File: config.mk
export PLATFORM = sky130hd
export DESIGN_NAME = dmem_cache_responder_flat
export DESIGN_NICKNAME = d
export VERILOG_FILES = /design/src/rtl/dmem_cache_responder_if.sv /design/src/rtl/dmem_cache_responder.sv /design/src/flat_wrapper.sv
export SDC_FILE = /design/constraint.sdc
export NUM_CORES = 1
export LEC_CHECK = 0
export CAP_MARGIN = 30
export CORE_MARGIN = 3
export CORE_UTILIZATION = 30
export DETAILED_ROUTE_END_ITERATION = 8
export RECOVER_POWER = 100
export SLEW_MARGIN = 25
export SYNTH_ARGS = -nofsm -noshare
export SYNTH_HDL_FRONTEND = slang
export SYNTH_SLANG_ARGS = --single-unit
File: constraint.sdc
create_clock -name clk_i -period 6.15 [get_ports clk_i]
set_clock_uncertainty 0.2 [all_clocks]
set_input_delay 0.9225 -clock clk_i [delete_from_list [all_inputs] [get_ports clk_i]]
set_output_delay 0.9225 -clock clk_i [all_outputs]
set_load 0.05 [all_outputs]
File: src/rtl/dmem_cache_responder_if.sv
// Data-memory bus bundle for dmem_cache_responder.
// Groups two sides of the bus:
//   - requester side: Addr_i, WriteD_i, Mwrite_i, Mread_i and funct3_i in;
//     ReadD_o and Mready_o out.
//   - backing-memory side: MemReq_o, MemWe_o, MemAddr_o, MemWData_o and
//     MemBe_o out; MemRData_i and MemAck_i in.
// Signal suffixes are named from the responder's point of view.
// The slave modport is the responder (the cache).
// The master modport is whoever drives the requests and answers the
// backing-memory port.
interface dmem_cache_responder_if;
  logic [31:0] Addr_i;
  logic [31:0] WriteD_i;
  logic        Mwrite_i;
  logic        Mread_i;
  logic [2:0]  funct3_i;
  logic [31:0] ReadD_o;
  logic        Mready_o;
  logic        MemReq_o;
  logic        MemWe_o;
  logic [31:0] MemAddr_o;
  logic [31:0] MemWData_o;
  logic [3:0]  MemBe_o;
  logic [31:0] MemRData_i;
  logic        MemAck_i;

  modport slave (
    input  Addr_i, WriteD_i, Mwrite_i, Mread_i, funct3_i, MemRData_i, MemAck_i,
    output ReadD_o, Mready_o, MemReq_o, MemWe_o, MemAddr_o, MemWData_o, MemBe_o
  );

  modport master (
    output Addr_i, WriteD_i, Mwrite_i, Mread_i, funct3_i, MemRData_i, MemAck_i,
    input  ReadD_o, Mready_o, MemReq_o, MemWe_o, MemAddr_o, MemWData_o, MemBe_o
  );
endinterface

File: src/rtl/dmem_cache_responder.sv
// dmem_cache_responder: data-memory responder for the pipeline's memory stage.
// It fronts a direct-mapped cache with these properties:
//   - one-word lines;
//   - write-through;
//   - no write allocate.
// Load hits complete combinationally in the request cycle.
// Load misses and all stores go to the backing memory over a req/ack port.
// The requester is stalled by holding Mready_o low.
// Ports:
//   clk_i   : clock; all state updates on the rising edge.
//   reset_i : synchronous, active-high reset.
//   bus     : dmem_cache_responder_if.slave. Carries the requester request
//             and response signals and the backing-memory req/ack port.
// Parameter:
//   SETS    : number of cache lines (power of two, >= 2).
module dmem_cache_responder #(
  parameter int SETS = 16
) (
  input logic                   clk_i,
  input logic                   reset_i,
  dmem_cache_responder_if.slave bus
);
  localparam int IDX_W = $clog2(SETS);
  localparam int TAG_W = 30 - IDX_W;

  typedef enum logic [1:0] {IDLE, FILL, WRITE, RESP} state_t;

  state_t            state;
  logic [31:0]       data_arr [SETS];
  logic [TAG_W-1:0]  tag_arr  [SETS];
  logic [SETS-1:0]   valid;
  logic              mem_req;
  logic              mem_we;
  logic [31:0]       mem_addr;
  logic [31:0]       mem_wdata;
  logic [3:0]        mem_be;

  logic [IDX_W-1:0]  idx;
  logic [TAG_W-1:0]  tag;
  logic [IDX_W-1:0]  pend_idx;
  logic [TAG_W-1:0]  pend_tag;
  logic [31:0]       line;
  logic              hit;
  logic [31:0]       load_data;
  logic [3:0]        st_be;
  logic [31:0]       st_wdata;
  logic [31:0]       merged;
  logic [7:0]        byte_sel;
  logic [15:0]       half_sel;

  assign idx      = bus.Addr_i[IDX_W+1:2];
  assign tag      = bus.Addr_i[31:IDX_W+2];
  assign pend_idx = mem_addr[IDX_W+1:2];
  assign pend_tag = mem_addr[31:IDX_W+2];
  assign line     = data_arr[idx];
  assign hit      = valid[idx] && (tag_arr[idx] == tag);

  // Load extraction: halfwords ignore Addr_i[0] and words ignore Addr_i[1:0].
  // Unlisted funct3 codes fall back to a plain word read.
  always_comb begin
    byte_sel = line[{bus.Addr_i[1:0], 3'b000} +: 8];
    half_sel = bus.Addr_i[1] ? line[31:16] : line[15:0];
    case (bus.funct3_i)
      3'b000:  load_data = {{24{byte_sel[7]}}, byte_sel};
      3'b001:  load_data = {{16{half_sel[15]}}, half_sel};
      3'b100:  load_data = {24'b0, byte_sel};
      3'b101:  load_data = {16'b0, half_sel};
      default: load_data = line;
    endcase
  end

  // Store lane placement: data is shifted into its byte lanes with the other
  // lanes zero, so the backing memory only needs the byte enables.
  always_comb begin
    case (bus.funct3_i[1:0])
      2'b00: begin
        st_be    = 4'b0001 << bus.Addr_i[1:0];
        st_wdata = {24'b0, bus.WriteD_i[7:0]} << {bus.Addr_i[1:0], 3'b000};
      end
      2'b01: begin
        st_be    = bus.Addr_i[1] ? 4'b1100 : 4'b0011;
        st_wdata = {16'b0, bus.WriteD_i[15:0]} << {bus.Addr_i[1], 4'b0000};
      end
      default: begin
        st_be    = 4'b1111;
        st_wdata = bus.WriteD_i;
      end
    endcase
  end

  // Byte merge of the pending store into the addressed line (used on a write hit).
  always_comb begin
    merged = data_arr[pend_idx];
    for (int b = 0; b < 4; b++) begin
      if (mem_be[b]) merged[8*b +: 8] = mem_wdata[8*b +: 8];
    end
  end

  // Requester response: only an IDLE load hit or RESP releases a pending request.
  // A store always stalls, even when Mread_i is also asserted.
  always_comb begin
    bus.Mready_o = 1'b0;
    bus.ReadD_o  = 32'b0;
    case (state)
      IDLE: begin
        if (bus.Mwrite_i) begin
          bus.Mready_o = 1'b0;
        end else if (bus.Mread_i) begin
          bus.Mready_o = hit;
          if (hit) bus.ReadD_o = load_data;
        end else begin
          bus.Mready_o = 1'b1;
        end
      end
      RESP:    bus.Mready_o = 1'b1;
      default: bus.Mready_o = 1'b0;
    endcase
  end

  // Controller FSM and cache state update.
  // The backing-port outputs are registered and held until the ack cycle.
  // Reset clears only the valid bits; the data and tag arrays keep their contents.
  always_ff @(posedge clk_i) begin
    if (reset_i) begin
      state     <= IDLE;
      valid     <= '0;
      mem_req   <= 1'b0;
      mem_we    <= 1'b0;
      mem_addr  <= 32'b0;
      mem_wdata <= 32'b0;
      mem_be    <= 4'b0;
    end else begin
      case (state)
        IDLE: begin
          if (bus.Mwrite_i) begin
            mem_req   <= 1'b1;
            mem_we    <= 1'b1;
            mem_addr  <= {bus.Addr_i[31:2], 2'b00};
            mem_wdata <= st_wdata;
            mem_be    <= st_be;
            state     <= WRITE;
          end else if (bus.Mread_i && !hit) begin
            mem_req   <= 1'b1;
            mem_we    <= 1'b0;
            mem_addr  <= {bus.Addr_i[31:2], 2'b00};
            mem_wdata <= 32'b0;
            mem_be    <= 4'b0;
            state     <= FILL;
          end
        end
        FILL: begin
          if (bus.MemAck_i) begin
            data_arr[pend_idx] <= bus.MemRData_i;
            tag_arr[pend_idx]  <= pend_tag;
            valid[pend_idx]    <= 1'b1;
            mem_req            <= 1'b0;
            state              <= IDLE;
          end
        end
        WRITE: begin
          if (bus.MemAck_i) begin
            if (valid[pend_idx] && (tag_arr[pend_idx] == pend_tag)) begin
              data_arr[pend_idx] <= merged;
            end
            mem_req <= 1'b0;
            mem_we  <= 1'b0;
            state   <= RESP;
          end
        end
        default: state <= IDLE;
      endcase
    end
  end

  assign bus.MemReq_o   = mem_req;
  assign bus.MemWe_o    = mem_we;
  assign bus.MemAddr_o  = mem_addr;
  assign bus.MemWData_o = mem_wdata;
  assign bus.MemBe_o    = mem_be;
endmodule
File: src/flat_wrapper.sv
// flat-port wrapper written by rule: the top's interface ports become plain ports
module dmem_cache_responder_flat 
#(
  parameter int SETS = 16
)
  (clk_i, reset_i, bus_Addr_i, bus_WriteD_i, bus_Mwrite_i, bus_Mread_i, bus_funct3_i, bus_MemRData_i, bus_MemAck_i, bus_ReadD_o, bus_Mready_o, bus_MemReq_o, bus_MemWe_o, bus_MemAddr_o, bus_MemWData_o, bus_MemBe_o);
  dmem_cache_responder_if bus_i ();
  input logic clk_i;
  input logic reset_i;
  input wire logic [$bits(bus_i.Addr_i)-1:0] bus_Addr_i;
  input wire logic [$bits(bus_i.WriteD_i)-1:0] bus_WriteD_i;
  input wire logic [$bits(bus_i.Mwrite_i)-1:0] bus_Mwrite_i;
  input wire logic [$bits(bus_i.Mread_i)-1:0] bus_Mread_i;
  input wire logic [$bits(bus_i.funct3_i)-1:0] bus_funct3_i;
  input wire logic [$bits(bus_i.MemRData_i)-1:0] bus_MemRData_i;
  input wire logic [$bits(bus_i.MemAck_i)-1:0] bus_MemAck_i;
  output wire logic [$bits(bus_i.ReadD_o)-1:0] bus_ReadD_o;
  output wire logic [$bits(bus_i.Mready_o)-1:0] bus_Mready_o;
  output wire logic [$bits(bus_i.MemReq_o)-1:0] bus_MemReq_o;
  output wire logic [$bits(bus_i.MemWe_o)-1:0] bus_MemWe_o;
  output wire logic [$bits(bus_i.MemAddr_o)-1:0] bus_MemAddr_o;
  output wire logic [$bits(bus_i.MemWData_o)-1:0] bus_MemWData_o;
  output wire logic [$bits(bus_i.MemBe_o)-1:0] bus_MemBe_o;
  assign bus_i.Addr_i = bus_Addr_i;
  assign bus_i.WriteD_i = bus_WriteD_i;
  assign bus_i.Mwrite_i = bus_Mwrite_i;
  assign bus_i.Mread_i = bus_Mread_i;
  assign bus_i.funct3_i = bus_funct3_i;
  assign bus_i.MemRData_i = bus_MemRData_i;
  assign bus_i.MemAck_i = bus_MemAck_i;
  assign bus_ReadD_o = bus_i.ReadD_o;
  assign bus_Mready_o = bus_i.Mready_o;
  assign bus_MemReq_o = bus_i.MemReq_o;
  assign bus_MemWe_o = bus_i.MemWe_o;
  assign bus_MemAddr_o = bus_i.MemAddr_o;
  assign bus_MemWData_o = bus_i.MemWData_o;
  assign bus_MemBe_o = bus_i.MemBe_o;
  dmem_cache_responder #(.SETS(SETS)) u_core (.clk_i(clk_i), .reset_i(reset_i), .bus(bus_i));
endmodule
==> qor.txt <==
htree depth: 3
global-route wire length before repair: 182000 µm
Hold Path Cell Cnt: 2
core region area: 0.148 mm²
DR vias/cell: 5.32
crit end category: flop
Leak: 16.9 nW
Slew HR: -92.6%
CTS tree: done
layout cells sized above 1: 23.9%
Primary FF master, synth: edfxtp_1
fmax: 170 MHz
Post-CTS Setup Repair Bufs: 0
Yosys cell types: 59
post-route cell area: 0.0529 mm²
number of flops mapped to enable cells by yosys: 928
R2R Setup Slk: 0.27 ns
Root Driver: clkbuf_16
DIE AREA: 0.154 mm²
die height: 392 µm
Util after Layout: 35.8%
Tmin final: 5.88 ns
vias in the first global route: 25300
Reg2Reg Depth: 10
GRT overflow: 0
Detail Route Antenna Nets: 0
Cells after Synth: 2405
initial antenna violation count: 4
Worst-Skew Late Latency: 0.70 ns
vias: 25200
FF+latch count, synth: 1018
final setup fails: 0
Total GRT Usage: 16.2%
Worst Tran Pin Value: 2.88 ns
syn_area_per_cell: 18.6 µm²
worst hold-check path type: flop to flop
non-filler cells, final: 4730
cts hold-fix bufs: 0
post-synthesis async set-or-reset flop share: 0%
pwr dens: 328 mW/mm²
Final Max Slew Viols: 247
Critical-path top delay cell: or4_1
Clock Path Buffers: 3
CP Data Required Time: 6.33 ns
Final Hold Fails: 0
DRT Pass-1 Iters: 5
total CTS buffers: 100
post-cts resize count: 0
Final TNS setup: 0 ns
Final nets: 2819
period utilisation layout: 95.7%
placed cell area: 0.0503 mm²
cell mode on critical path: mux4_2
DRC Markers: 0
DR iter-0 viols: 2879
WHS: 0.294 ns
Worst setup SP type: flop
largest net degree at the start of global routing: 80
CTS Sinks: 1018
Max FO, Critical Path: 17
CP peak stage delay: 0.96 ns
share of the synthesized area in the top cell type: 62.3%
synthesis-to-layout area growth: 18.2%
critical path class: flop to flop
outcome: complete, but fails checks
mapped cell area: 0.0447 mm²
top cell type by total area after synthesis: edfxtp_1
IO Count: 207
dpl cells: 4539
Worst Path Arrival: 6.06 ns
worst vdd ir: 236 µV
routed wire length: 126000 µm
# rows: 141
failing checks: max-capacitance violations, max-slew violations
routed len/inst: 26.7 µm
sequential share of the synthesized area: 66.3%
warnings from Yosys: 0
Cell Chain, Critical Path: buf_12, mux4_2, mux4_2, xor2_1, nor4_1, nand4_1, or4_1, clkbuf_1, a21oi_1, clkbuf_2
RSZ-0062 raised after global routing: no
Max Cap Viol: 13
Starting Density: 30.3%
largest cells by area after synthesis: edfxtp_1 (62%), mux4_2 (19%), dfxtp_1 (4.0%)
Final Wtd Congestion: 0.835
Die X: 392 µm
clock transition at the registers of the reported paths: 0.06 ns
Detailed Place HPWL: 84000 µm
Port Buffers: 204
[layer usage]
metal | global-route usage [%] | vias to the layer above | routed length, µm
met3 | 3.63 | 153 | 10600
met1 | 22.6 | 13300 | 53600
met2 | 25.9 | 1124 | 59600
li1 | - | 10600 | -
met4 | 3.82 | 2 | 2570
met5 | 0 | - | 13
[critical path, delay by kind of cell (launching register included)]
kind / cells / cell delay, ns
AND/OR/NAND/NOR: 3 / 2.08
multiplexers: 2 / 1.01
buffers and inverters: 3 / 0.97
flip-flops: 1 / 0.87
AO/OA/AOI/OAI: 1 / 0.21
XOR/XNOR: 1 / 0.20
[cell usage in the layout (no fill, tap or decap), types with 70 or more instances in the layout]
master           netlist  routed
mux2i_1              126     126
clkbuf_16              0     101
inv_1                 70      70
clkdlybuf4s50_1        0      96
edfxtp_1             928     928
nand2b_1              72      72
mux4_2               373     373
clkbuf_1              82     104
a21oi_1              107     107
dfxtp_1               90      86
[synth_stat cells, drive strengths merged, types with 6 or more instances]
cell type	n
a211oi	9
a21oi	107
a221oi	6
a222oi	8
a22o	9
a22oi	39
a31oi	9
and3	6
buf	94
clkbuf	82
dfxtp	90
edfxtp	928
inv	72
mux2	34
mux2i	126
mux4	373
nand2	55
nand2b	72
nand3	11
nand4	12
nor2	53
nor2b	18
nor3	10
nor3b	6
nor4	10
o21ai	12
o22ai	26
o32ai	29
or4	6
xnor2	19
xor2	37
[worst paths after layout]
check	startpoint	endpoint
worst max register to register	flop	u_core.data_arr[3][29]$_DFFE_PP_
worst min register to register	u_core.bus.MemWData_o[2]$_SDFFE_PP0P_	u_core.bus.MemWData_o[2]$_SDFFE_PP0P_
worst min-delay path	u_core.bus.MemWData_o[2]$_SDFFE_PP0P_	u_core.bus.MemWData_o[2]$_SDFFE_PP0P_
worst max-delay path	flop	u_core.data_arr[3][29]$_DFFE_PP_
[flip-flops by register name, summed over array words and instances (netlist names), named ones only]
register / flops
u_core.bus.MemWe_o: 1
u_core.bus.MemAddr_o: 30
u_core.bus.MemReq_o: 1
u_core.valid: 16
u_core.tag_arr: 416
u_core.bus.MemWData_o: 32
u_core.state: 2
u_core.data_arr: 512
u_core.bus.MemBe_o: 4
[power by group]
| group | leakage, nW | total [W] | switching, W | internal [W] |
|---|---|---|---|---|
| combinational | 6.14 | 0.00296 | 0.00178 | 0.00118 |
| sequential | 9.16 | 0.00821 | 0.000313 | 0.00789 |
| clock | 1.58 | 0.00617 | 0.00264 | 0.00352 |
[layout make-up]
| type | instances | area, µm² |
|---|---|---|
| sequential | 1018 | 29700 |
| inverter | 72 | 272 |
| timing repair buffer | 379 | 3340 |
| fill | 13800 | 95000 |
| clock inverter | 44 | 509 |
| antenna | 5 | 12.5 |
| clock buffer | 142 | 2760 |
| multi-input combinational | 1140 | 13900 |
| tap | 1930 | 2410 |
[through the flow]
step	power, W	setup slack, ns
6_report	0.0173	0.265
2_1_floorplan	0.0102	0.517
5_1_grt	0.0180	0.0993
3_5_place_dp	0.0114	0.464
3_3_place_gp	0.0114	0.409
4_1_cts	0.0176	0.466
[logic make-up after synthesis]
logic type,Yosys count,synth area share (%)
AOI/OAI and AO/OA,274,4.05
xor gates and xnor gates,56,1.10
adders and majority gates,4,0.112
buffers and inverters,248,2.63
DFF,1018,66.3
muxes,533,22.6
other,1,0.00838
and+or+nand+nor,271,3.22
(Power assumes the default switching activity.)
